`src/rtl/seq_detect_ctrl_if.sv`:
```
// Stream interface for seq_detect_ctrl: parallel word input handshake plus serialized bit/match output.
interface seq_detect_ctrl_if #(
  parameter int unsigned DATA_W = 8
);
  logic              in_valid;
  logic [DATA_W-1:0] in_data;
  logic              in_ready;
  logic              bit_out;
  logic              bit_valid;
  logic              match;

  modport master (
    output in_valid, in_data,
    input  in_ready, bit_out, bit_valid, match
  );

  modport slave (
    input  in_valid, in_data,
    output in_ready, bit_out, bit_valid, match
  );
endinterface

```
`src/rtl/seq_detect_ctrl.sv`:
```
// Word serializer (MSB-first) with an embedded programmable Mealy pattern matcher
// and a saturating match counter.
module seq_detect_ctrl #(
  parameter int unsigned DATA_W = 8,
  parameter int unsigned PAT_W  = 4,
  parameter int unsigned CNT_W  = 8
) (
  input  logic                       clk,
  input  logic                       rst_n,
  input  logic                       cfg_we,
  input  logic [PAT_W-1:0]           cfg_pattern,
  input  logic [$clog2(PAT_W+1)-1:0] cfg_len,
  input  logic                       clr_count,
  seq_detect_ctrl_if.slave           s,
  output logic [CNT_W-1:0]           match_count,
  output logic                       busy
);

  localparam int unsigned LEN_W = $clog2(PAT_W + 1);
  localparam int unsigned IDX_W = (DATA_W > 1) ? $clog2(DATA_W) : 1;

  typedef enum logic {IDLE, SHIFT} state_t;

  state_t              state_q, state_d;
  logic [DATA_W-1:0]   word_q, word_d;
  logic [IDX_W-1:0]    idx_q, idx_d;
  logic                ready_c;

  logic [PAT_W-1:0]    pat_q;
  logic [LEN_W-1:0]    len_q;
  logic [PAT_W-2:0]    hist_q;
  logic [LEN_W-1:0]    fill_q;
  logic [PAT_W-1:0]    cand_c;
  logic [PAT_W-1:0]    mask_c;
  logic [LEN_W-1:0]    len_clamp_c;
  logic                cfg_ok_c;
  logic                bit_valid_c;
  logic                match_c;

  // FSM state register
  always_ff @(posedge clk or negedge rst_n) begin
    if (!rst_n) begin
      state_q <= IDLE;
      word_q  <= '0;
      idx_q   <= '0;
    end else begin
      state_q <= state_d;
      word_q  <= word_d;
      idx_q   <= idx_d;
    end
  end

  // Next state: a word accepted on the last bit reloads without a bubble
  always_comb begin
    state_d = state_q;
    word_d  = word_q;
    idx_d   = idx_q;
    ready_c = (state_q == IDLE) || (idx_q == '0);
    case (state_q)
      IDLE: begin
        if (s.in_valid) begin
          word_d  = s.in_data;
          idx_d   = IDX_W'(DATA_W - 1);
          state_d = SHIFT;
        end
      end
      SHIFT: begin
        if (idx_q == '0) begin
          if (s.in_valid) begin
            word_d = s.in_data;
            idx_d  = IDX_W'(DATA_W - 1);
          end else begin
            state_d = IDLE;
          end
        end else begin
          idx_d = idx_q - IDX_W'(1);
        end
      end
      default: state_d = IDLE;
    endcase
  end

  assign bit_valid_c = (state_q == SHIFT);
  assign busy        = bit_valid_c;
  assign s.in_ready  = ready_c;
  assign s.bit_valid = bit_valid_c;
  assign s.bit_out   = word_q[idx_q];

  // Matcher: compare the low len bits of {history, current bit} against the pattern
  always_comb begin
    cand_c = {hist_q, s.bit_out};
    mask_c = '0;
    for (int unsigned i = 0; i < PAT_W; i++) begin
      mask_c[i] = (LEN_W'(i) < len_q);
    end
    match_c = bit_valid_c && (fill_q >= (len_q - LEN_W'(1))) &&
              (((cand_c ^ pat_q) & mask_c) == '0);
  end

  assign s.match = match_c;

  assign cfg_ok_c    = cfg_we && !busy;
  assign len_clamp_c = (cfg_len == '0)           ? LEN_W'(1)     :
                       (cfg_len > LEN_W'(PAT_W)) ? LEN_W'(PAT_W) : cfg_len;

  // Pattern configuration and bit history; history spans word boundaries and idle gaps
  always_ff @(posedge clk or negedge rst_n) begin
    if (!rst_n) begin
      pat_q  <= PAT_W'(4'b1101);
      len_q  <= LEN_W'(PAT_W);
      hist_q <= '0;
      fill_q <= '0;
    end else if (cfg_ok_c) begin
      pat_q  <= cfg_pattern;
      len_q  <= len_clamp_c;
      hist_q <= '0;
      fill_q <= '0;
    end else if (bit_valid_c) begin
      hist_q <= cand_c[PAT_W-2:0];
      if (fill_q != LEN_W'(PAT_W)) fill_q <= fill_q + LEN_W'(1);
    end
  end

  // Saturating match counter; clear takes priority over a same-cycle match
  always_ff @(posedge clk or negedge rst_n) begin
    if (!rst_n) begin
      match_count <= '0;
    end else if (clr_count) begin
      match_count <= '0;
    end else if (match_c && (match_count != {CNT_W{1'b1}})) begin
      match_count <= match_count + CNT_W'(1);
    end
  end

endmodule
```
`src/flat_wrapper.sv`:
```
// flat-port wrapper written by rule: the top's interface ports become plain ports
module seq_detect_ctrl_flat 
#(
  parameter int unsigned DATA_W = 8,
  parameter int unsigned PAT_W  = 4,
  parameter int unsigned CNT_W  = 8
)
  (clk, rst_n, cfg_we, cfg_pattern, cfg_len, clr_count, match_count, busy, s_in_valid, s_in_data, s_in_ready, s_bit_out, s_bit_valid, s_match);
  seq_detect_ctrl_if #(.DATA_W(DATA_W)) s_i ();
  input  logic clk;
  input  logic rst_n;
  input  logic cfg_we;
  input  logic [PAT_W-1:0] cfg_pattern;
  input  logic [$clog2(PAT_W+1)-1:0] cfg_len;
  input  logic clr_count;
  output logic [CNT_W-1:0] match_count;
  output logic busy;
  input wire logic [$bits(s_i.in_valid)-1:0] s_in_valid;
  input wire logic [$bits(s_i.in_data)-1:0] s_in_data;
  output wire logic [$bits(s_i.in_ready)-1:0] s_in_ready;
  output wire logic [$bits(s_i.bit_out)-1:0] s_bit_out;
  output wire logic [$bits(s_i.bit_valid)-1:0] s_bit_valid;
  output wire logic [$bits(s_i.match)-1:0] s_match;
  assign s_i.in_valid = s_in_valid;
  assign s_i.in_data = s_in_data;
  assign s_in_ready = s_i.in_ready;
  assign s_bit_out = s_i.bit_out;
  assign s_bit_valid = s_i.bit_valid;
  assign s_match = s_i.match;
  seq_detect_ctrl #(.DATA_W(DATA_W), .PAT_W(PAT_W), .CNT_W(CNT_W)) u_core (.clk(clk), .rst_n(rst_n), .cfg_we(cfg_we), .cfg_pattern(cfg_pattern), .cfg_len(cfg_len), .clr_count(clr_count), .s(s_i), .match_count(match_count), .busy(busy));
endmodule
```
`config.mk`:
```
export PLATFORM = sky130hd
export DESIGN_NAME = seq_detect_ctrl_flat
export DESIGN_NICKNAME = d
export VERILOG_FILES = /design/src/rtl/seq_detect_ctrl_if.sv /design/src/rtl/seq_detect_ctrl.sv /design/src/flat_wrapper.sv
export SDC_FILE = /design/constraint.sdc
export NUM_CORES = 1
export LEC_CHECK = 0
export CAP_MARGIN = 15
export CORE_MARGIN = 2
export CORE_UTILIZATION = 50
export DETAILED_ROUTE_END_ITERATION = 12
export PLACE_DENSITY = 0.77
export SLEW_MARGIN = 20
export SYNTH_ARGS = -nofsm -noshare
export SYNTH_HDL_FRONTEND = slang
export SYNTH_SLANG_ARGS = --single-unit
```
`constraint.sdc`:
```
create_clock -name clk -period 7.05 [get_ports clk]
set_input_delay 1.41 -clock clk [delete_from_list [all_inputs] [get_ports clk]]
set_output_delay 1.41 -clock clk [all_outputs]
set_load 0.03 [all_outputs]
```
# Word level (Yosys, flattened, before mapping)

Cells that the tools add are included.
Widths: inputs -> output; s select.

Flip-flop bits (word level): 33
Bits in latches: 0
Memory bits (writable): 0
Memory bits (read-only): 0
Input port bits: 20
Output and inout bits: 13
Logic and storage cells: 58
Memories kept: 0

Add/sub/neg operators: 4
Multipliers: 0
Divide/modulo/power cells: 0
Order comparisons: 7
Equal/unequal tests: 3
Shift operators: 0
Muxes and demuxes: 20
Bitwise operators: 3
Reductions and logical operators: 13

Operators by type and width:

| kind                | number |
|---|---|
| $mux 8              | 4 |
| $mux 3              | 9 |
| $pmux 8 s2          | 1 |
| $add 8x1->8 const B | 1 |
| $ne 8x8->1 const B  | 1 |
| $logic_not 3->1     | 2 |
| $lt 1x3->1 const A  | 2 |
| $lt 2x3->1 const A  | 2 |
| $pmux 3 s2          | 1 |
| $reduce_bool 2->1   | 3 |
| $sub 3x1->3 const B | 2 |
| $and 4x4->4         | 1 |
| $logic_and 1x1->1   | 4 |
| $logic_not 4->1     | 1 |
| $lt 3x4->1 const B  | 1 |
| $xor 4x4->4         | 1 |
| $add 3x1->3 const B | 1 |
| $bmux 1 s3          | 1 |
| $ge 3x3->1          | 1 |
| $gt 3x3->1 const B  | 1 |
| $mux 1              | 3 |
| $ne 3x3->1 const B  | 1 |
| $ne 2x2->1 const B  | 1 |
| $pmux 1 s2          | 1 |
| other kinds (4)     | 4 |

# Logic depth before layout (Yosys ltp)

Gate-level depths: netlist of run 1.

Word-level depth: 9
Mapped depth: 9
Depth with buffers taken out: 9

# Worst setup path before layout of run 1

No wires, ideal clock.

Path kind: register to output
Start point: register u_core.idx_q[0]
End point: output port s_match
Arrival time: 2.048 ns
Data required time: 5.640 ns
Path slack: 3.592 ns
Stages on the path, launching flop included: 5
Buffers on the path: 0
Cells stage by stage: dfrtp_1 > mux4_1 > mux2_4 > mux2_4 > nor2_1

Cells in the longest elaborated chain, start to end: 6

RTL lines:

| what                         | RTL line              | RTL |
|---|---|---|
| start, declared              | seq_detect_ctrl.sv:26 | `logic [IDX_W-1:0] idx_q, idx_d;` |
| start signal, assigned       | seq_detect_ctrl.sv:49 | `idx_q <= idx_d;` |
| $bmux 1 s3                   | seq_detect_ctrl.sv:87 | `assign s.bit_out = word_q[idx_q];` |
| $mux 1 (implied by the code) | seq_detect_ctrl.sv:87 |  |
| named net s_bit_out          | flat_wrapper.sv:21    | `output wire logic [$bits(s_i.bit_out)-1:0] s_bit_out;` |
| $xor 4x4->4                  | seq_detect_ctrl.sv:97 | `(((cand_c ^ pat_q) & mask_c) == '0);` |
| $and 4x4->4                  | seq_detect_ctrl.sv:97 |  |
| $logic_not 4->1              | seq_detect_ctrl.sv:97 |  |
| $logic_and 1x1->1            | seq_detect_ctrl.sv:96 | `match_c = bit_valid_c && (fill_q >= (len_q - LEN_W'(1))) &&` |
| end, declared                | flat_wrapper.sv:23    | `output wire logic [$bits(s_i.match)-1:0] s_match;` |

The timed path passes the listed nets, and every way through them passes these cells. The select of a mux whose other input is x is not followed.

# Worst setup path after layout of run 1

Start point: register u_core.len_q[0]
End point: output port s_match

Cells in the longest elaborated chain, start to end: 4
Elaborated cells between the ends (all ways): 10
Classes of those cells: 1 x add/sub; 5 x order compare; 1 x bitwise; 3 x reduce/logical

RTL lines:

| what                                                        | RTL line                                     | RTL |
|---|---|---|
| start, declared                                             | seq_detect_ctrl.sv:30                        | `logic [LEN_W-1:0] len_q;` |
| start signal, assigned                                      | seq_detect_ctrl.sv:110                       | `len_q <= LEN_W'(PAT_W);` |
| start signal, assigned                                      | seq_detect_ctrl.sv:115                       | `len_q <= len_clamp_c;` |
| $sub 3x1->3 (tied with other cells)                         | seq_detect_ctrl.sv:96                        |  |
| $ge 3x3->1 / $and 4x4->4 (equally long branches)            | seq_detect_ctrl.sv:96, seq_detect_ctrl.sv:97 |  |
| $logic_and 1x1->1 / $logic_not 4->1 (equally long branches) | seq_detect_ctrl.sv:96, seq_detect_ctrl.sv:97 |  |
| $logic_and 1x1->1 (*)                                       | seq_detect_ctrl.sv:96                        |  |

Every way passes the cells marked *; elsewhere a longest branch is shown, timed or not.

==> results.ini, run 1 <==
[status]
status = finished, final reports clean

[route]
drt_first_pass_iters = 4
drt_iter0_markers = 61
wl_per_cell_um = 15.0
viasPerCell = 5.36
drtAntennaViolNets = 0
drc_errors = 0
num_vias = 1356
wirelength_mm = 3.79

[worst_setup_path]
path_cells = inv_1 -> ha_1 -> xnor2_1 -> ha_1 -> o21ai_0 -> a21oi_1 -> o2111ai_2 -> nor2_1 -> clkdlybuf4s50_1
path_buf_inv = 2
cp_slowest_cell = clkdlybuf4s50_1
max_stage_delay_ps = 690
reg2reg_from = u_core.len_q[0]
crit_top_cell = ha_1
cp-end-kind = output port
critPathLaunch = u_core.len_q[0]
path_delay_family = buffers and inverters
setup.worst_path.start_class = register
cp.required_ps = 5640
arrival_ps = 2900
critPathMaxFanout = 9
critPathKind = register to output port

[pwr]
leakagePower_nw = 0.991
ir_worst_vdd_v = 0.000264
power-per-cell-area_mw_per_mm2 = 431

[timing]
tns_ps = 0
rsz0062_at_grt = no
finalHoldViolCount = 0
post-route-period-util_pct = 61.2
setup_violations = 0
worstMarginPinSlew_ps = 634
worst_clock_skew_ps = 8.41
period_needed_ps = 4310
slew_viol_final = 0
fin_ws_ps = 2740
relSlewSlack_pct = 57.6
max_freq_ghz = 0.232

[floorplan]
die_w_um = 64.5
std_cell_rows = 21
initial_core_util_pct = 53.7
dieArea_mm2 = 0.00417
boundaryPins = 33
fp.coreArea_mm2 = 0.00342
die_h_um = 64.5

[final_layout]
drive_gt1_share_pct = 14.5
finalNetCount = 236
area_growth_pct = 24.4
nFillCells = 286
antennaDiodeCount = 0

[yosys]
yosys-top-cells-count = dfrtp_1 (29), nand2_1 (22), nor2_1 (12)
yosysTopAreaCell = dfrtp_1
yosys_warnings = 0
synthFlopType = dfrtp_1
synth_edf_count = 0
syn_area_mm2 = 0.00183
synth.area.top_cells = dfrtp_1 (40%), ha_1 (6.8%), dfstp_2 (5.7%)
synthArstFlopShare_pct = 100
synth_top_area_share_pct = 39.6
synth-seq-cells = 33
avgSynthCellArea_um2 = 10.7
yosysSeqAreaShare_pct = 45.3
syn_inst = 171
yosysMostFrequentCell = dfrtp_1
synth_cell_types = 39
synth_nets = 201

[placement]
post-place-ws_ps = 3130
gp_congestion = 0.800
io_buffer_count = 32
dpl.hpwl_mm = 2.84

[clocking]
cts_buffer_depth = 2
clkTransAtPathRegs_ps = 110
post_cts_resized = 0
post-cts-setup-buffers = 0
root_buffer = clkbuf_4
clock-sinks = 33
htree_levels = 2
clock_latency_ps = 330
cts_tree = yes
cts_buffers = 5
cts_hold_buf = 0

[global_route]
grt-ovfl-total = 0
antenna_found_initial = 0
grt_pass1_vias = 1467
grt_pass1_wl_mm = 6.58
grtUsageTotal_pct = 20.3
grt_max_degree = 34

[hold_path]
min_from = u_core.pat_q[3]
hp-class = register to register

[job]
maxCapViolCount = 0

[registers in the layout, indices dropped and copies added (netlist names)]
name	cells
u_core.word_q	8
u_core.idx_q	3
u_core.hist_q	3
u_core.len_q	3
u_core.fill_q	3
u_core.busy	1
u_core.match_count	8
u_core.pat_q	4
[layer usage]
| layer | global-route usage [%] | part of all wire [%] | vias to the layer above |
|---|---|---|---|
| met2 | 34.9 | 49 | 37 |
| met5 | 0 | 0 | - |
| li1 | - | - | 673 |
| met3 | 5.21 | 5.0 | 4 |
| met4 | 7.71 | 0.69 | 0 |
| met1 | 24.6 | 45 | 642 |
[through the flow]
stage                     utilization, %  hold slack [ps]  cells  power (mW)  area (um2)
final                               66.7              475    253       0.983        2280
after global routing                66.7              487    253        1.06        2280
after CTS                           66.7              476    253       0.988        2280
after detailed placement            64.3              458    245       0.840        2200
after global placement              64.3              459    245       0.808        2200
after floorplan                        -              444    171       0.701        1830
[worst reg2reg max path, cell delays in order (launching register included)]
cell	delay (ps)
dfrtp_1	440
inv_1	110
ha_1	230
xnor2_1	130
ha_1	260
o21ai_0	80
a21oi_1	160
o2111ai_2	280
or4b_1	590
o221a_1	230
[path summary, 6_finish.rpt]
check	slack, ps	endpoint	cells past startpoint
setup / recovery	2740	s_match	9
hold / removal	480	u_core.pat_q[3]	2
setup reg to reg	4430	u_core.match_count[6]	9
hold reg to reg	480	u_core.pat_q[3]	2
max in group asynchronous	5250	u_core.len_q[2]	2
min in group asynchronous	1470	u_core.fill_q[0]	2
[kinds of logic (layout without fill, tap and decap cells)]
logic type,count (synthesis),after routing,synth area share (%)
buffers and inverters,15,51,3.28
AND/OR/NAND/NOR,63,63,18.4
AO/OA/AOI/OAI,25,25,9.56
flip-flops,33,33,45.3
XOR/XNOR,5,5,2.39
adder cells (fa/ha/maj),10,10,6.83
multiplexers,20,20,14.3
[power by group]
group          leakage [nW]  total [mW]  switching (mW)  internal [mW]
Clock                0.0414       0.144          0.0690         0.0751
Combinational         0.549       0.496           0.255          0.242
Sequential            0.401       0.343          0.0720          0.271
Total                 0.991       0.983           0.396          0.588
[layout by cell type (no fill, tap or decap), drive strengths merged]
master and instances:
inv 10, or3 2, nor4 2, dfrtp 29, xor2 2, nor3 6, nand2b 2, a2bb2oi 1
clkinv 1, nand3 3, nand3b 1, dfstp 4, mux2 17, o21ai 8, mux2i 1, a32o 1
buf 1, clkbuf 5, a211oi 1, nand2 22, bufinv 1, clkdlybuf4s50 32, a21oi 6, o21ba 1
nor2b 7, ha 10, xnor2 3, o221a 1, and4 2, mux4 2, and2 1, a21o 1
or4b 1, clkinvlp 1, nor4b 1, o2111ai 1, a22o 4, nand4b 1, nor2 12
[area by class of cell]
cell class,instances,area (um2),area share [%]
Timing Repair Buffer,33,328,14.4
Sequential cell,33,831,36.4
Inverter,10,37.5,1.65
Clock buffer,5,37.5,1.65
Multi-Input combinational cell,123,942,41.3
Clock inverter,3,46.3,2.03
Tap cell,46,57.6,2.52
Power figures use the tool's default switching activity.
==> run 2, diff against run 1 <==
clock period = 4.25 ns   (was 7.05 ns; I/O delays follow)
==> results of run 2 <==
Same layout as run 1 (identical final DEF). Status: finished, final reports clean.
Main changes from that run: setup slack after placement 3130 ps -> 886 ps; setup slack after layout 2740 ps -> 499 ps; register-to-register setup slack 4430 ps -> 1630 ps; total power 0.983 mW -> 1.63 mW; worst IR drop on VDD 0.000264 V -> 0.000437 V
